$ cat src/rtl/ppm_data_encoder.sv
// ppm_data_encoder
// Encodes payload bytes into 1-of-4 pulse-position symbols after the SOF
// pattern, then appends an EOF pattern (one slot low, one slot high).
// The line idles high; a pulse is a low slot. All outputs are registered,
// so the line shows a counter position one clock after the counters reach it.
module ppm_data_encoder #(
  parameter int SLOT_CLKS = 16
) (
  input  logic       clk,
  input  logic       rst,
  input  logic       start,
  input  logic [7:0] data_in,
  input  logic       data_last,
  input  logic       data_valid,
  output logic       data_ready,
  output logic       ppm_out,
  output logic       busy,
  output logic       frame_done,
  output logic       underrun
);

  localparam int CW = $clog2(SLOT_CLKS);
  // Combined counter width: clk_cnt + 3-bit slot + 2-bit symbol.
  localparam int TW = CW + 5;

  typedef enum logic [1:0] {
    S_IDLE,
    S_DATA,
    S_EOF
  } state_t;

  state_t r_state;
  state_t w_state_next;

  // Position counters; concatenated they form one free-running byte counter.
  logic [CW-1:0] r_clk_cnt;
  logic [2:0]    r_slot_idx;
  logic [1:0]    r_sym_idx;
  logic [TW-1:0] w_cnt;
  logic [TW-1:0] w_cnt_inc;

  // Holding register (prefetch) and shift register (byte on the line).
  logic [7:0] r_hold_byte;
  logic       r_hold_last;
  logic       r_full;
  logic [7:0] r_shift_byte;
  logic       r_shift_last;

  // Registered outputs.
  logic r_ppm_out;
  logic r_busy;
  logic r_frame_done;
  logic r_underrun;
  logic r_data_ready;
  // Underrun raised by a start with nothing to send is shown one clock
  // later, aligned with the first EOF clock on the line.
  logic r_underrun_pend;

  logic       w_boundary;
  logic       w_eof_end;
  logic       w_load;
  logic       w_clr_cnt;
  logic       w_underrun_now;
  logic       w_underrun_late;
  logic       w_accept;
  logic       w_full_next;
  logic [1:0] w_sym [4];
  logic [1:0] w_sym_val;
  logic       w_ppm_next;

  // Symbol k of the byte being encoded is bit pair [2k+1:2k].
  for (genvar gi = 0; gi < 4; gi++) begin : g_sym
    assign w_sym[gi] = r_shift_byte[2*gi+1 -: 2];
  end

  assign w_sym_val  = w_sym[r_sym_idx];
  assign w_cnt      = {r_sym_idx, r_slot_idx, r_clk_cnt};
  assign w_cnt_inc  = w_cnt + TW'(1);
  assign w_boundary = (&r_clk_cnt) & (&r_slot_idx) & (&r_sym_idx);
  assign w_eof_end  = (r_slot_idx == 3'd1) & (&r_clk_cnt);

  assign w_accept    = data_valid & ~r_full;
  assign w_full_next = w_accept ? 1'b1 : (w_load ? 1'b0 : r_full);

  // State register.
  always_ff @(posedge clk) begin
    if (rst) begin
      r_state <= S_IDLE;
    end else begin
      r_state <= w_state_next;
    end
  end

  // Next-state logic and per-cycle control strobes.
  always_comb begin
    w_state_next    = r_state;
    w_load          = 1'b0;
    w_clr_cnt       = 1'b0;
    w_underrun_now  = 1'b0;
    w_underrun_late = 1'b0;
    case (r_state)
      S_IDLE: begin
        if (start) begin
          w_clr_cnt = 1'b1;
          if (r_full) begin
            w_state_next = S_DATA;
            w_load       = 1'b1;
          end else begin
            w_state_next    = S_EOF;
            w_underrun_late = 1'b1;
          end
        end
      end
      S_DATA: begin
        if (w_boundary) begin
          if (r_shift_last) begin
            w_state_next = S_EOF;
          end else if (r_full) begin
            w_load = 1'b1;
          end else begin
            w_underrun_now = 1'b1;
            w_state_next   = S_EOF;
          end
        end
      end
      S_EOF: begin
        if (w_eof_end) begin
          w_state_next = S_IDLE;
        end
      end
      default: w_state_next = S_IDLE;
    endcase
  end

  // Position counters: cleared on start, free-running (with wrap) while active.
  always_ff @(posedge clk) begin
    if (rst) begin
      r_clk_cnt  <= '0;
      r_slot_idx <= '0;
      r_sym_idx  <= '0;
    end else if (w_clr_cnt) begin
      r_clk_cnt  <= '0;
      r_slot_idx <= '0;
      r_sym_idx  <= '0;
    end else if (r_state != S_IDLE) begin
      {r_sym_idx, r_slot_idx, r_clk_cnt} <= w_cnt_inc;
    end
  end

  // Holding register accepts in any state; shift register loads on unload.
  always_ff @(posedge clk) begin
    if (rst) begin
      r_hold_byte  <= '0;
      r_hold_last  <= 1'b0;
      r_full       <= 1'b0;
      r_shift_byte <= '0;
      r_shift_last <= 1'b0;
    end else begin
      r_full <= w_full_next;
      if (w_accept) begin
        r_hold_byte <= data_in;
        r_hold_last <= data_last;
      end
      if (w_load) begin
        r_shift_byte <= r_hold_byte;
        r_shift_last <= r_hold_last;
      end
    end
  end

  // Line level for the current counter position: symbol v pulls slot 2v+1
  // low; EOF is low for slot 0 and high for slot 1.
  always_comb begin
    w_ppm_next = 1'b1;
    case (r_state)
      S_DATA:  w_ppm_next = (r_slot_idx != {w_sym_val, 1'b1});
      S_EOF:   w_ppm_next = (r_slot_idx != 3'd0);
      default: w_ppm_next = 1'b1;
    endcase
  end

  // Output registers.
  always_ff @(posedge clk) begin
    if (rst) begin
      r_ppm_out       <= 1'b1;
      r_busy          <= 1'b0;
      r_frame_done    <= 1'b0;
      r_underrun      <= 1'b0;
      r_underrun_pend <= 1'b0;
      r_data_ready    <= 1'b1;
    end else begin
      r_ppm_out       <= w_ppm_next;
      r_busy          <= (r_state != S_IDLE);
      r_frame_done    <= (r_state == S_EOF) & w_eof_end;
      r_underrun      <= w_underrun_now | r_underrun_pend;
      r_underrun_pend <= w_underrun_late;
      r_data_ready    <= ~w_full_next;
    end
  end

  assign ppm_out    = r_ppm_out;
  assign busy       = r_busy;
  assign frame_done = r_frame_done;
  assign underrun   = r_underrun;
  assign data_ready = r_data_ready;

endmodule

$ cat config.mk
export PLATFORM = sky130hd
export DESIGN_NAME = ppm_data_encoder
export DESIGN_NICKNAME = d
export VERILOG_FILES = /design/src/rtl/ppm_data_encoder.sv
export SDC_FILE = /design/constraint.sdc
export NUM_CORES = 1
export LEC_CHECK = 0
export ABC_AREA = 1
export CAP_MARGIN = 5
export CORE_UTILIZATION = 49
export DETAILED_ROUTE_END_ITERATION = 10
export HOLD_SLACK_MARGIN = 0.15
export PLACE_DENSITY = 0.74
export SYNTH_ARGS = -nofsm -noshare
export SYNTH_HDL_FRONTEND = slang
export SYNTH_SLANG_ARGS = --single-unit
$ cat constraint.sdc
create_clock -name clk -period 1.5 [get_ports clk]
set_input_delay 0.225 -clock clk [delete_from_list [all_inputs] [get_ports clk]]
set_output_delay 0.225 -clock clk [all_outputs]
set_load 0.02 [all_outputs]
Word level (Yosys, flattened, before mapping)
Index checks and enable logic that the tools add are counted.

Register bits after elaboration: 36. Bits of input ports: 13. Output and inout bits: 5. Logic and storage cells: 69.

$add $sub $neg: 1. Order comparisons: 1. Equality and inequality tests: 8. Mux-type cells: 24. Bitwise operators: 11. Reduce and logical (&&, ||, !) cells: 9.

Operators by type and width (count): $mux 2 (8); $mux 1 (12); $add 9x1->9 const B (1); $reduce_and 4->1 (2); $ne 2x2->1 const B (3); $pmux 2 s3 (1); $and 1x1->1 (5); $bmux 2 s2 (1); $not 1->1 (4); $pmux 1 s2 (2); $eq 3x1->1 const B (1); $ge 3x3->1 const B (1); $ne 3x3->1 (1); $ne 3x3->1 const B (1); $not 2->3 (1); $reduce_and 3->1 (1); $reduce_bool 3->1 (1); $reduce_or 3->1 (1); $eq 2x1->1 const B (1); $eq 2x2->1 const B (1); $logic_not 2->1 (1); $reduce_and 2->1 (1); $reduce_bool 2->1 (1); $reduce_or 2->1 (1); $or 1x1->1 (1).

Logic depth before layout (Yosys ltp)
Word-level depth: 8. Gate-level depth with buffers: 10. Mapped depth without buffers: 10.

Worst setup path before layout
Ideal clock, no wire load.

Path type: reg2reg. Start: register r_state[0]. End: register r_sym_idx[0]. Setup time: 0.121 ns. Arrival: 1.308 ns. Required time: 1.379 ns. Setup slack: 0.071 ns. Cell stages (with the launch flop): 10. Path buffers: 1. Period minus slack after synthesis: 1.429 ns. Cell sequence: dfxtp_1 inv_1 ha_1 buf_2 inv_1 nand3_1 nor2_1 nand3_1 o21ai_0 a21oi_1.

Cells in the longest elaborated chain, start to end: 3. Elaborated cells between the ends (all ways): 4. Classes of those cells: mux (1); reduce/logical (3).

Ends and longest elaborated chain: start: declaration (RTL line 32) `state_t r_state;`; start signal: assignment (RTL line 90) `r_state <= w_state_next;`; $logic_not 2->1 (RTL line 101) `case (r_state)`; $mux 1 (RTL line 101); $reduce_or 2->1 (no line); end signal: assignment (RTL line 146) `{r_sym_idx, r_slot_idx, r_clk_cnt} <= w_cnt_inc;`; end: declaration (RTL line 38) `logic [1:0] r_sym_idx;`.

Parallel ways exist; a longest one is shown, timed or not. A chain may end at the register's enable or synchronous reset.

Final worst setup path
Start: register r_state[0]. End: register r_state[1].

Cells in the longest elaborated chain, start to end: 3. Elaborated cells between the ends (all ways): 9. Classes of those cells: eq/ne (6); mux (1); reduce/logical (2).

Ends and longest elaborated chain (RTL line): $eq 2x1->1, or another cell as far along (101); $ne 3x3->1 (no line) / $ne 2x2->1 (equally long branches); $reduce_and 4->1 (no line).

Parallel ways exist; a longest one is shown, timed or not.

==> metrics.txt <==
worst-skew pair later-pin latency=0.33 ns; Comb pwr share=33.0%; worst path required time=1.73 ns; DRT Pass-1 Iters=4; Filler Cells Inserted=284; DRT Wirelength=3.19 mm; Max Cap Viol=0; Pwr Density=1240 mW/mm^2; min cycle time layout=1.38 ns; CTS buffer count=5; Max Fclk=0.722 GHz; Die H=59.9 um; Slew @ Worst Pin=0.231 ns; vias in the first global route=1339; Critical-path top delay cell=dfxtp_1; final setup margin=0.116 ns; Root Driver=clkbuf_4; multi-input logic area=832 sq um; Switching Fraction=32.5%; Crit. End Element=register; Syn. warnings=0; crit path kind=reg -> reg; Net Switching=0.830 mW; row count=20; final setup fails=0; Tot GR Track Use=21.1%; RSZ-0062 raised after global routing=true; ANT nets after route=0; fin. max-slew vios=0; CTS Buffer Depth=2; Post-Syn Area=0.00164 sq mm; Worst-path clk slew=0.11 ns; Reg area=723 sq um; Internal Power=1.73 mW; Initial Utilization=52.5%; Final Hold Violating Endpoints=0; Port-buffer cells=17; crit path cell chain=inv_1 -> ha_2 -> inv_2 -> o21ai_0 -> inv_1 -> nand3_1 -> nand2_1 -> nand2_1 -> nor2_1; Clock Sinks=36; Hold WC Path Type=reg -> reg; Via density=4.91; HPWL after detailed placement=2.36 mm; Worst slew margin=84.6%; hold_ws=0.456 ns; ANT cells=0; Final Cell Area=0.00207 sq mm; Arrival @ worst endpoint=1.62 ns; die width=59.9 um; Clock power frac=22.4%; global-route wire length before repair=5.64 mm; Max VDD drop=0.000796 V; outcome=completed; Die ar.=0.00359 sq mm; crit share post-route=92.3%; Buf/Inv on CP=3; Crit path largest cell delay=0.33 ns; GP Congestion=0.865; Place WS=0.00359 ns; vias=1484; Core ar.=0.00313 sq mm; Mean Syn Cell Area=7.33 sq um; Placed Area=0.00197 sq mm; GRT Residual Overflow=0; H-tree Lvls=2; number of synthesized register bits=36; layout cells sized above 1=20.9%; Boundary Pins=18; Remaining DRCs=0; Nets=275; Yosys cell types=25; Syn Inst Count=224; DR WL/cell=10.6 um; clock skew=0.00768 ns; area grow syn2layout=25.9%; pin count of the biggest net entering global routing=21; crit path max fanout=7; CP top delay family=flip-flops; Worst setup SP type=register; CTS tree=built; Hold-fix buffers, CTS=0; LEAKAGE=0.955 nW; initial antenna violation count=0; starting DRC count in detailed routing=70; Seq/Total Area, Yosys=43.9%; Flop pwr share=44.6%; Net Count, Synth=241
==> cell usage after synthesis, drive strengths merged <==
library cell,count,area share (%)
a21oi,10,3.0
nand3b,8,3.7
ha,4,3.0
inv,23,5.6
nor2,47,13
dfxtp,36,44
nand2,47,12
buf,1,0.30
o31ai,1,0.46
or2,2,0.76
nand3,21,7.0
o21bai,1,0.46
nor3,2,0.61
o21ai,15,4.6
nand4,3,1.1
clkbuf,3,0.76
==> worst register-to-register path, delay by kind of cell (launching register included) <==
| family | cells | cell delay [ns] |
|---|---|---|
| adder cells (fa/ha/maj) | 1 | 0.27 |
| flip-flops | 1 | 0.33 |
| AND/OR/NAND/NOR | 4 | 0.28 |
| AO/OA/AOI/OAI | 1 | 0.16 |
| buffers and inverters | 3 | 0.24 |
==> final cells by class <==
class / instances / area share [%]
clock buffers: 7 / 3.15
inverters: 23 / 4.42
multi-input cells: 161 / 40.3
flip-flops and latches: 36 / 35.0
well taps: 44 / 2.66
repair buffers: 31 / 14.5
==> final timing paths <==
path,slack [ns],to,start,cells past startpoint
setup reg to reg,0.12,r_state[1],r_state[0],9
hold reg to reg,0.46,underrun,r_underrun_pend,2
hold / removal,0.46,underrun,r_underrun_pend,2
setup / recovery,0.12,r_state[1],r_state[0],9
==> cell usage in the layout (no fill, tap or decap), types with 2 or more instances in the layout <==
cell type	netlist	routed
nand2_1	43	43
nor2_1	36	34
dfxtp_1	36	34
inv_1	19	17
nand3_1	19	17
o21ai_0	14	13
buf_4	0	13
nor2_2	10	12
clkdlybuf4s50_1	0	12
a21oi_1	10	10
nand3b_1	8	8
inv_2	3	5
clkbuf_4	0	5
dlymetal6s2s_1	0	5
nand3_2	2	4
nand4_1	3	3
nor3_1	2	2
nand2_2	2	2
nand2_4	2	2
o21ai_1	1	2
or2_2	2	2
ha_2	0	2
ha_1	4	2
clkbuf_8	0	2
dfxtp_2	0	2
==> metal layers <==
layer / GRT usage (%) / vias to the layer above / wire length, um
met5: 0 / - / 0
met4: 8.31 / 0 / 52
met3: 5.63 / 6 / 102
met2: 33.5 / 32 / 1360
met1: 27.1 / 659 / 1680
li1: - / 787 / -
==> per-stage QoR <==
step	power (mW)	setup TNS (ns)	instances	util, %
after global routing	2.75	-0.00606	302	66.1
after floorplan	1.70	0	224	-
final	2.56	0	302	66.1
after CTS	2.55	0	302	65.0
after detailed placement	1.98	0	295	62.9
after global placement	1.97	0	295	62.9
==> logic make-up after synthesis <==
family	share of synthesized area [%]
flops	43.9
simple gates	37.9
fa+ha+maj	3.05
compound gates	8.54
buf+inv	6.63
==> power by group through the flow <==
stage / Clock, mW / Sequential, mW / Combinational [mW]
floorplan: 0 / 1.18 / 0.519
global placement: 0 / 1.16 / 0.815
detailed placement: 0 / 1.16 / 0.821
CTS: 0.585 / 1.14 / 0.832
global route: 0.632 / 1.15 / 0.961
finish: 0.573 / 1.14 / 0.843
==> timing repair <==
item / CTS / global route
gates resized for setup: 1 / 15
pin swaps: 0 / 1
setup buffers: 0 / 0
endpoints found under the setup margin: 1 / 23
gates cloned: 0 / 0
==> registers in the layout, indices dropped and copies added, names as in the netlist <==
register,count
underrun,1
frame_done,1
r_sym_idx,2
r_hold_byte,8
r_shift_byte,8
r_clk_cnt,4
r_shift_last,1
ppm_out,1
busy,1
data_ready,1
r_hold_last,1
r_slot_idx,3
r_state,2
r_full,1
r_underrun_pend,1
No activity file was read; power rests on OpenSTA's default activity.
